File: config.mk
export PLATFORM = sky130hd
export DESIGN_NAME = fwd_hazard_unit
export DESIGN_NICKNAME = d
export VERILOG_FILES = /design/src/rtl/fwd_hazard_unit.sv
export SDC_FILE = /design/constraint.sdc
export NUM_CORES = 1
export LEC_CHECK = 0
export CAP_MARGIN = 25
export CORE_MARGIN = 5
export CORE_UTILIZATION = 45
export CTS_BUF_LIST = sky130_fd_sc_hd__clkbuf_4 sky130_fd_sc_hd__clkbuf_8
export DETAILED_ROUTE_END_ITERATION = 10
export HOLD_SLACK_MARGIN = 0.15
export MAX_ROUTING_LAYER = met4
export PLACE_DENSITY = 0.89
export SYNTH_ARGS = -nofsm -noshare
export SYNTH_HDL_FRONTEND = slang
export SYNTH_SLANG_ARGS = --single-unit
File: constraint.sdc
create_clock -name clk -period 9.1 [get_ports clk]
set_input_delay 1.82 -clock clk [delete_from_list [all_inputs] [get_ports clk]]
set_output_delay 1.82 -clock clk [all_outputs]
set_load 0.01 [all_outputs]
File: src/rtl/fwd_hazard_unit.sv
// Operand forwarding and load-use hazard stall unit for the ID/EX boundary.
// Picks the youngest matching producer per source operand, raises a stall
// when that producer's result is not ready yet, and tracks stall episodes
// (length, watchdog timeout, saturating performance counters).
//
// Handshake note: stall is a combinational "not ready" back to PC/IF/ID.
// While stall = 1 the consumer is held and a bubble enters EX; producers
// whose results are not ready are likewise held, so the episode ends in the
// cycle the matching producer raises prod_ready.
module fwd_hazard_unit #(
  parameter int W         = 32,
  parameter int RAW       = 5,
  parameter int NUM_PROD  = 2,
  parameter int CNT_W     = 32,
  parameter int STALL_MAX = 15,
  localparam int SELW     = $clog2(NUM_PROD + 1)
) (
  input  logic                  clk,
  input  logic                  rst_n,
  input  logic                  pipe_flush,
  input  logic                  stat_clear,
  input  logic                  rs_read,
  input  logic                  rt_read,
  input  logic [RAW-1:0]        rs_addr,
  input  logic [RAW-1:0]        rt_addr,
  input  logic [W-1:0]          rs_val,
  input  logic [W-1:0]          rt_val,
  input  logic [NUM_PROD-1:0]   prod_we,
  input  logic [NUM_PROD*RAW-1:0] prod_addr,
  input  logic [NUM_PROD-1:0]   prod_ready,
  input  logic [NUM_PROD*W-1:0] prod_data,
  output logic [W-1:0]          rs_fwd_val,
  output logic [W-1:0]          rt_fwd_val,
  output logic [SELW-1:0]       rs_fwd_sel,
  output logic [SELW-1:0]       rt_fwd_sel,
  output logic                  stall,
  output logic [7:0]            stall_len,
  output logic                  stall_timeout,
  output logic [CNT_W-1:0]      stall_cycles,
  output logic [CNT_W-1:0]      stall_events,
  output logic [CNT_W-1:0]      fwd_count,
  output logic                  dbg_state
);

  typedef enum logic {S_IDLE = 1'b0, S_STALL = 1'b1} state_t;

  state_t           r_state;
  state_t           w_state_nxt;
  logic [7:0]       r_len;
  logic [7:0]       w_len_nxt;
  logic             r_timeout;
  logic [CNT_W-1:0] r_stall_cycles;
  logic [CNT_W-1:0] r_stall_events;
  logic [CNT_W-1:0] r_fwd_count;

  logic             w_rs_blk;
  logic             w_rt_blk;
  logic             w_hazard;
  logic             w_new_event;
  logic [1:0]       w_fwd_inc;

  function automatic logic [CNT_W-1:0] sat_add(input logic [CNT_W-1:0] a,
                                                input logic [1:0]       inc);
    logic [CNT_W:0] s;
    s = {1'b0, a} + {{(CNT_W-1){1'b0}}, inc};
    return s[CNT_W] ? '1 : s[CNT_W-1:0];
  endfunction

  // rs operand: scan oldest to youngest so the lowest matching stage wins
  always_comb begin
    rs_fwd_sel = '0;
    rs_fwd_val = rs_val;
    w_rs_blk   = 1'b0;
    for (int k = NUM_PROD - 1; k >= 0; k--) begin
      if (rs_read && prod_we[k] && (rs_addr != '0) &&
          (rs_addr == prod_addr[k*RAW +: RAW])) begin
        rs_fwd_sel = SELW'(k + 1);
        if (prod_ready[k]) begin
          rs_fwd_val = prod_data[k*W +: W];
          w_rs_blk   = 1'b0;
        end else begin
          rs_fwd_val = rs_val;
          w_rs_blk   = 1'b1;
        end
      end
    end
  end

  // rt operand: same selection rule, using rt's own zero-register check
  always_comb begin
    rt_fwd_sel = '0;
    rt_fwd_val = rt_val;
    w_rt_blk   = 1'b0;
    for (int k = NUM_PROD - 1; k >= 0; k--) begin
      if (rt_read && prod_we[k] && (rt_addr != '0) &&
          (rt_addr == prod_addr[k*RAW +: RAW])) begin
        rt_fwd_sel = SELW'(k + 1);
        if (prod_ready[k]) begin
          rt_fwd_val = prod_data[k*W +: W];
          w_rt_blk   = 1'b0;
        end else begin
          rt_fwd_val = rt_val;
          w_rt_blk   = 1'b1;
        end
      end
    end
  end

  // Hazard, episode next-state/length, and per-cycle counter increments
  always_comb begin
    w_hazard    = (w_rs_blk | w_rt_blk) & ~pipe_flush;
    w_state_nxt = S_IDLE;
    w_len_nxt   = 8'd0;
    w_new_event = 1'b0;
    w_fwd_inc   = 2'd0;
    case (r_state)
      S_IDLE: begin
        if (w_hazard) begin
          w_state_nxt = S_STALL;
          w_len_nxt   = 8'd1;
          w_new_event = 1'b1;
        end
      end
      S_STALL: begin
        if (w_hazard) begin
          w_state_nxt = S_STALL;
          w_len_nxt   = (r_len == 8'hFF) ? 8'hFF : r_len + 8'd1;
        end
      end
      default: w_state_nxt = S_IDLE;
    endcase
    if (!w_hazard) begin
      w_fwd_inc = {1'b0, (rs_fwd_sel != '0) & ~w_rs_blk} +
                  {1'b0, (rt_fwd_sel != '0) & ~w_rt_blk};
    end
  end

  // Episode state register; stat_clear does not touch it
  always_ff @(posedge clk) begin
    if (!rst_n) begin
      r_state <= S_IDLE;
      r_len   <= 8'd0;
    end else begin
      r_state <= w_state_nxt;
      r_len   <= w_len_nxt;
    end
  end

  // Sticky timeout and saturating counters; stat_clear beats increments
  always_ff @(posedge clk) begin
    if (!rst_n || stat_clear) begin
      r_timeout      <= 1'b0;
      r_stall_cycles <= '0;
      r_stall_events <= '0;
      r_fwd_count    <= '0;
    end else begin
      if (w_hazard && (w_len_nxt == 8'(STALL_MAX))) r_timeout <= 1'b1;
      r_stall_cycles <= sat_add(r_stall_cycles, {1'b0, w_hazard});
      r_stall_events <= sat_add(r_stall_events, {1'b0, w_new_event});
      r_fwd_count    <= sat_add(r_fwd_count, w_fwd_inc);
    end
  end

  assign stall         = w_hazard;
  assign stall_len     = r_len;
  assign stall_timeout = r_timeout;
  assign stall_cycles  = r_stall_cycles;
  assign stall_events  = r_stall_events;
  assign fwd_count     = r_fwd_count;
  assign dbg_state     = (r_state == S_STALL);

endmodule
# == Word-level counts from Yosys, hierarchy flattened ==
# Cells that the tools add are included.
# word_totals
reg_bits,106
latchBits,0
ramBits,0
rom_bits,0
input_bits,158
out_inout_bits,175
word_cells,72
memories,0
# op_classes
addsub,5
multipliers,0
n_div,0
n_lt_le_gt_ge,0
eq_ne,6
shifts,0
muxes,28
n_bitwise,8
reduce_logical,19
# ops
operator,count
$mux 32,11
$add 32x1->33,2
$add 32x2->33,1
$eq 5x5->1,4
$mux 8,2
$pmux 8 s2,1
$logic_and 1x1->1,13
$mux 2,5
$reduce_bool 5->1,2
$mux 1,9
$add 8x1->8 const B,1
$eq 8x4->1 const B,1
$eq 8x8->1 const B,1
$not 1->1,4
$reduce_bool 2->1,2
$and 1x1->1,3
$add 1x1->2,1
$logic_not 1->1,1
$logic_or 1x1->1,1
$or 1x1->1,1

# == Longest topological paths before layout ==
# depth
depth_word,11
depth_mapped,18
mapped_depth_nobuf,17

# == Worst setup path before layout ==
# No wires, ideal clock.
# synth_timing
path_type,input port to flip-flop
start,in rs_addr[4]
end,reg r_fwd_count[24] (netlist: fwd_count[24])
setup_ns,0.128
arrival_time_ns,5.203
required_ns,8.972
setup_slack_ns,3.769
cell_stages,18
n_path_buf,1
cell_sequence,xor2_1 nor4_1 nand4_1 inv_2 nor2_2 a22oi_2 inv_2 ha_1 and2_1 ha_1 inv_1 fa_1 or4_1 clkbuf_1 nor2_1 nand4_1 mux2i_1 nor2_1
# synth_via
word_cells_on_any_way,20
cone_classes,2 x add/sub; 2 x eq/ne; 6 x mux; 4 x bitwise; 6 x reduce/logical
# synth_lines
element,line_no,rtl
"start, declared",24,"input logic [RAW-1:0] rs_addr,"
$reduce_bool 5->1,75,if (rs_read && prod_we[k] && (rs_addr != '0) &&
$logic_and 1x1->1,75,
$logic_and 1x1->1 (*),75,
$mux 2 (*),75,
named net rs_fwd_sel[0],34,"output logic [SELW-1:0] rs_fwd_sel,"
$reduce_bool 2->1 (*),133,"w_fwd_inc = {1'b0, (rs_fwd_sel != '0) & ~w_rs_blk} +"
$and 1x1->1 (*),133,
$add 1x1->2 (*),133,
$mux 2 (*),132,if (!w_hazard) begin
$add 32x2->33 (*),65,"s = {1'b0, a} + {{(CNT_W-1){1'b0}}, inc};"
$mux 32 (*),66,return s[CNT_W] ? '1 : s[CNT_W-1:0];
"end signal, assigned",160,"r_fwd_count <= sat_add(r_fwd_count, w_fwd_inc);"
"end, declared",54,logic [CNT_W-1:0] r_fwd_count;
# Mark *: on every way through the listed nets, which the timed path passes. The rest lies on a longest branch.
# A chain may end at the register's enable or synchronous reset.

# == Worst setup path after layout ==
# layout_timing
start,in rs_addr[0]
end,out rs_fwd_val[19]
# layout_via
elab_chain_cells,5
word_cells_on_any_way,9
cone_classes,2 x eq/ne; 2 x mux; 5 x reduce/logical
# layout_rtl
element,line_no,rtl
$reduce_bool 5->1,75,
$logic_and 1x1->1 (2 in series),75,
$mux 32,75,
$mux 32 (*),75,
"end, declared",32,"output logic [W-1:0] rs_fwd_val,"
# Every way passes the cells marked *; elsewhere a longest branch is shown, timed or not.

==> flow_metrics.py <==
metrics = {
    "die": {
        "die_h_um": 131,
        "initial_core_util_pct": 45.8,
        "die_x_um": 131,
        "fp-row-count": 44,
        "ios": 333,
        "coreArea_um2": 14500,
        "die_area_um2": 17300,
    },
    "pwr": {
        "p_leak_uw": 0.00355,
        "seq_power_share_pct": 49.8,
        "p_switching_uw": 237,
        "power_density_nw_per_um2": 90.3,
        "comb_power_share_pct": 19.9,
        "internal_power_uw": 694,
        "ir_worst_vdd_mv": 0.0689,
        "clkPwrFrac_pct": 30.3,
        "switching_share_pct": 25.4,
    },
    "sta": {
        "tns_ps": 0,
        "maxSlewHeadroom_pct": 13.2,
        "fmaxAchievable_ghz": 0.134,
        "layout_min_cycle_time_ps": 7480,
        "rsz0062_at_grt": "false",
        "skew_ps": 11.6,
        "setup_viol": 0,
        "maxSlewViolCount": 0,
        "period_share_pct": 82.2,
        "finalHoldViolCount": 0,
        "max_slew.worst_pin.slew_ps": 1300,
    },
    "final_layout": {
        "final_nets": 1287,
        "drive_gt1_share_pct": 7.11,
        "final_common_cell": "clkdlybuf4s50_1",
        "instances_no_fill": 1312,
        "n_fill_cell": 1135,
        "area_delta_synth_final_pct": 55.5,
        "layout_common_cells": "clkdlybuf4s50_1, dfxtp_1, nor2_1",
    },
    "place": {
        "dpl.cell_count": 1292,
        "port_buffers": 332,
        "place.gp.congestion": 0.977,
        "dp_hpwl_um": 20700,
    },
    "worst_setup_path": {
        "critical_path_class": "input pin to primary output",
        "critPathTopFamily": "buffers and inverters",
        "crit_chain": "clkdlybuf4s50_1, xor2_1, nor4_1, nand4_1, buf_4, inv_2, nor2_2, buf_4, a22oi_2, inv_2, o221a_2, clkdlybuf4s50_1",
        "cp-start-kind": "input pin",
        "end_kind": "primary output",
        "crit_required_ps": 7280,
        "crit_path_max_incr_delay_ps": 890,
        "crit_arrival_ps": 5660,
        "critical_path.max_fanout": 33,
        "cp.buffers_inverters": 6,
        "cp_slowest_cell": "a22oi_2",
    },
    "detailed_routing": {
        "via_per_inst": 5.72,
        "wl_per_cell_um": 19.8,
        "routed_wl_um": 26000,
        "num_vias": 7509,
        "drt_iter0_markers": 513,
        "drc_errors": 0,
        "first_pass_iters": 7,
        "ant_nets": 0,
    },
    "synth": {
        "ys.flop_type": "dfxtp_1",
        "syn-mean-instance-area_um2": 8.20,
        "ys_warn_count": 0,
        "syn_area_um2": 6640,
        "synth_edf_count": 0,
        "synth_seq_cells": 106,
        "synth_cells": 809,
        "ys_seq_area_share_pct": 32.0,
        "syn_nets": 976,
        "yosysUniqueCellTypes": 54,
        "async_reset_ff_share_pct": 0,
    },
    "global_route": {
        "grt-ovfl-total": 0,
        "grtUsageTotal_pct": 29.2,
        "grt_pass1_vias": 7310,
        "grt_start_max_net_pins": 77,
        "grt_pass1_wl_um": 40100,
        "antenna_found_initial": 3,
    },
    "clock_tree": {
        "cts_buffers": 9,
        "cts.path.max_buffers": 2,
        "cts_root_buf": "clkbuf_8",
        "cts_resized": 0,
        "clk_pin_slew_ps": 90,
        "clock_sinks": 106,
        "hold_buffers": 0,
        "clock_latency_ps": 390,
        "cts_tree": "built",
        "cts_setup_buffers": 0,
        "h-tree-depth": 3,
    },
    "status": {
        "status": "finished clean",
    },
    "flow_run": {
        "drv_cap": 0,
    },
    "hold_path": {
        "hp-class": "flip-flop to flip-flop",
    },
}
==> power groups by stage <==
stage / Sequential (uW) / Combinational [uW] / Clock [uW]
6_report: 464 / 185 / 282
5_1_grt: 464 / 195 / 307
4_1_cts: 464 / 184 / 289
3_5_place_dp: 475 / 183 / 0
3_3_place_gp: 475 / 180 / 0
2_1_floorplan: 475 / 58.3 / 0
==> worst min-delay path, delay by kind of cell, from the launching register on <==
family,cells,cell delay (ps)
flops,1,330
compound gates,1,50
simple gates,1,40
==> cell type report <==
cell class                      instances  area (um^2)  share of cell area [%]
Timing Repair Buffer                  341         3450                    33.4
Multi-Input combinational cell        641         4240                    41.1
Clock inverter                          5         36.3                   0.352
Antenna cell                            3         7.51                  0.0728
Clock buffer                           11          151                    1.47
Sequential cell                       106         2120                    20.6
Tap cell                              184          230                    2.23
Inverter                               21         78.8                   0.764
==> state kept, by name, summed over array words and instances (netlist names) <==
signal and flops:
stall_events 32, fwd_count 32, stall_len 8, stall_cycles 32, stall_timeout 1, dbg_state 1
==> logic make-up (layout without fill, tap and decap cells) <==
kind of cell | after synthesis | in the layout | share of synthesized area (%)
other | 0 | 3 | 0
flip-flops | 106 | 106 | 32.0
AND/OR/NAND/NOR | 351 | 351 | 27.4
XOR/XNOR | 96 | 96 | 12.7
multiplexers | 6 | 6 | 0.924
buffers and inverters | 62 | 378 | 4.24
AO/OA/AOI/OAI | 179 | 179 | 20.9
adder cells (fa/ha/maj) | 9 | 9 | 1.81
==> worst paths after layout <==
| kind | start | depth (start not counted) | slack [ps] | endpoint |
|---|---|---|---|---|
| max | rs_addr[0] | 12 | 1620 | rs_fwd_val[19] |
| min | stall_timeout | 2 | 460 | stall_timeout |
| max reg2reg | dbg_state | 7 | 6270 | stall_events[1] |
| min reg2reg | stall_timeout | 2 | 460 | stall_timeout |
==> layer usage <==
metal / vias to the layer above / wire (um) / global-route usage (%)
met5: - / 0 / -
met4: 0 / 847 / 10.1
met3: 61 / 1930 / 6.50
met2: 351 / 12900 / 49.4
met1: 3514 / 10300 / 34.2
li1: 3583 / - / -
==> per-stage QoR <==
step	worst slack (ps)	util (%)	area (um^2)	total power, uW	hold slack [ps]
2_1_floorplan	3770	-	6640	533	483
3_3_place_gp	1730	69.3	10000	655	434
3_5_place_dp	1550	69.7	10100	657	446
4_1_cts	1640	71.0	10300	937	466
5_1_grt	1390	71.3	10300	965	483
6_report	1620	71.3	10300	931	457
==> synthesized netlist by cell type (4+ instances only) <==
library cell / n / share of area, %
dfxtp_1: 106 / 32
nor2_1: 90 / 5.1
nand2_1: 74 / 4.2
a21oi_1: 64 / 4.8
xor2_1: 60 / 7.9
a221o_1: 48 / 7.2
xnor2_1: 36 / 4.8
nand3_1: 35 / 2.6
and2_1: 32 / 3.0
clkbuf_1: 31 / 1.8
nand4_1: 30 / 2.8
a21oi_2: 19 / 2.5
nor3_1: 19 / 1.4
and3_1: 18 / 1.7
inv_1: 17 / 0.96
or3_1: 17 / 1.6
o221a_2: 16 / 2.7
and4_1: 8 / 1.1
ha_1: 8 / 1.5
a31oi_1: 7 / 0.66
buf_2: 7 / 0.53
nor4_1: 7 / 0.66
o21ai_0: 7 / 0.53
mux2i_1: 5 / 0.75
inv_2: 4 / 0.23
No activity file was read; power rests on OpenSTA's default activity.
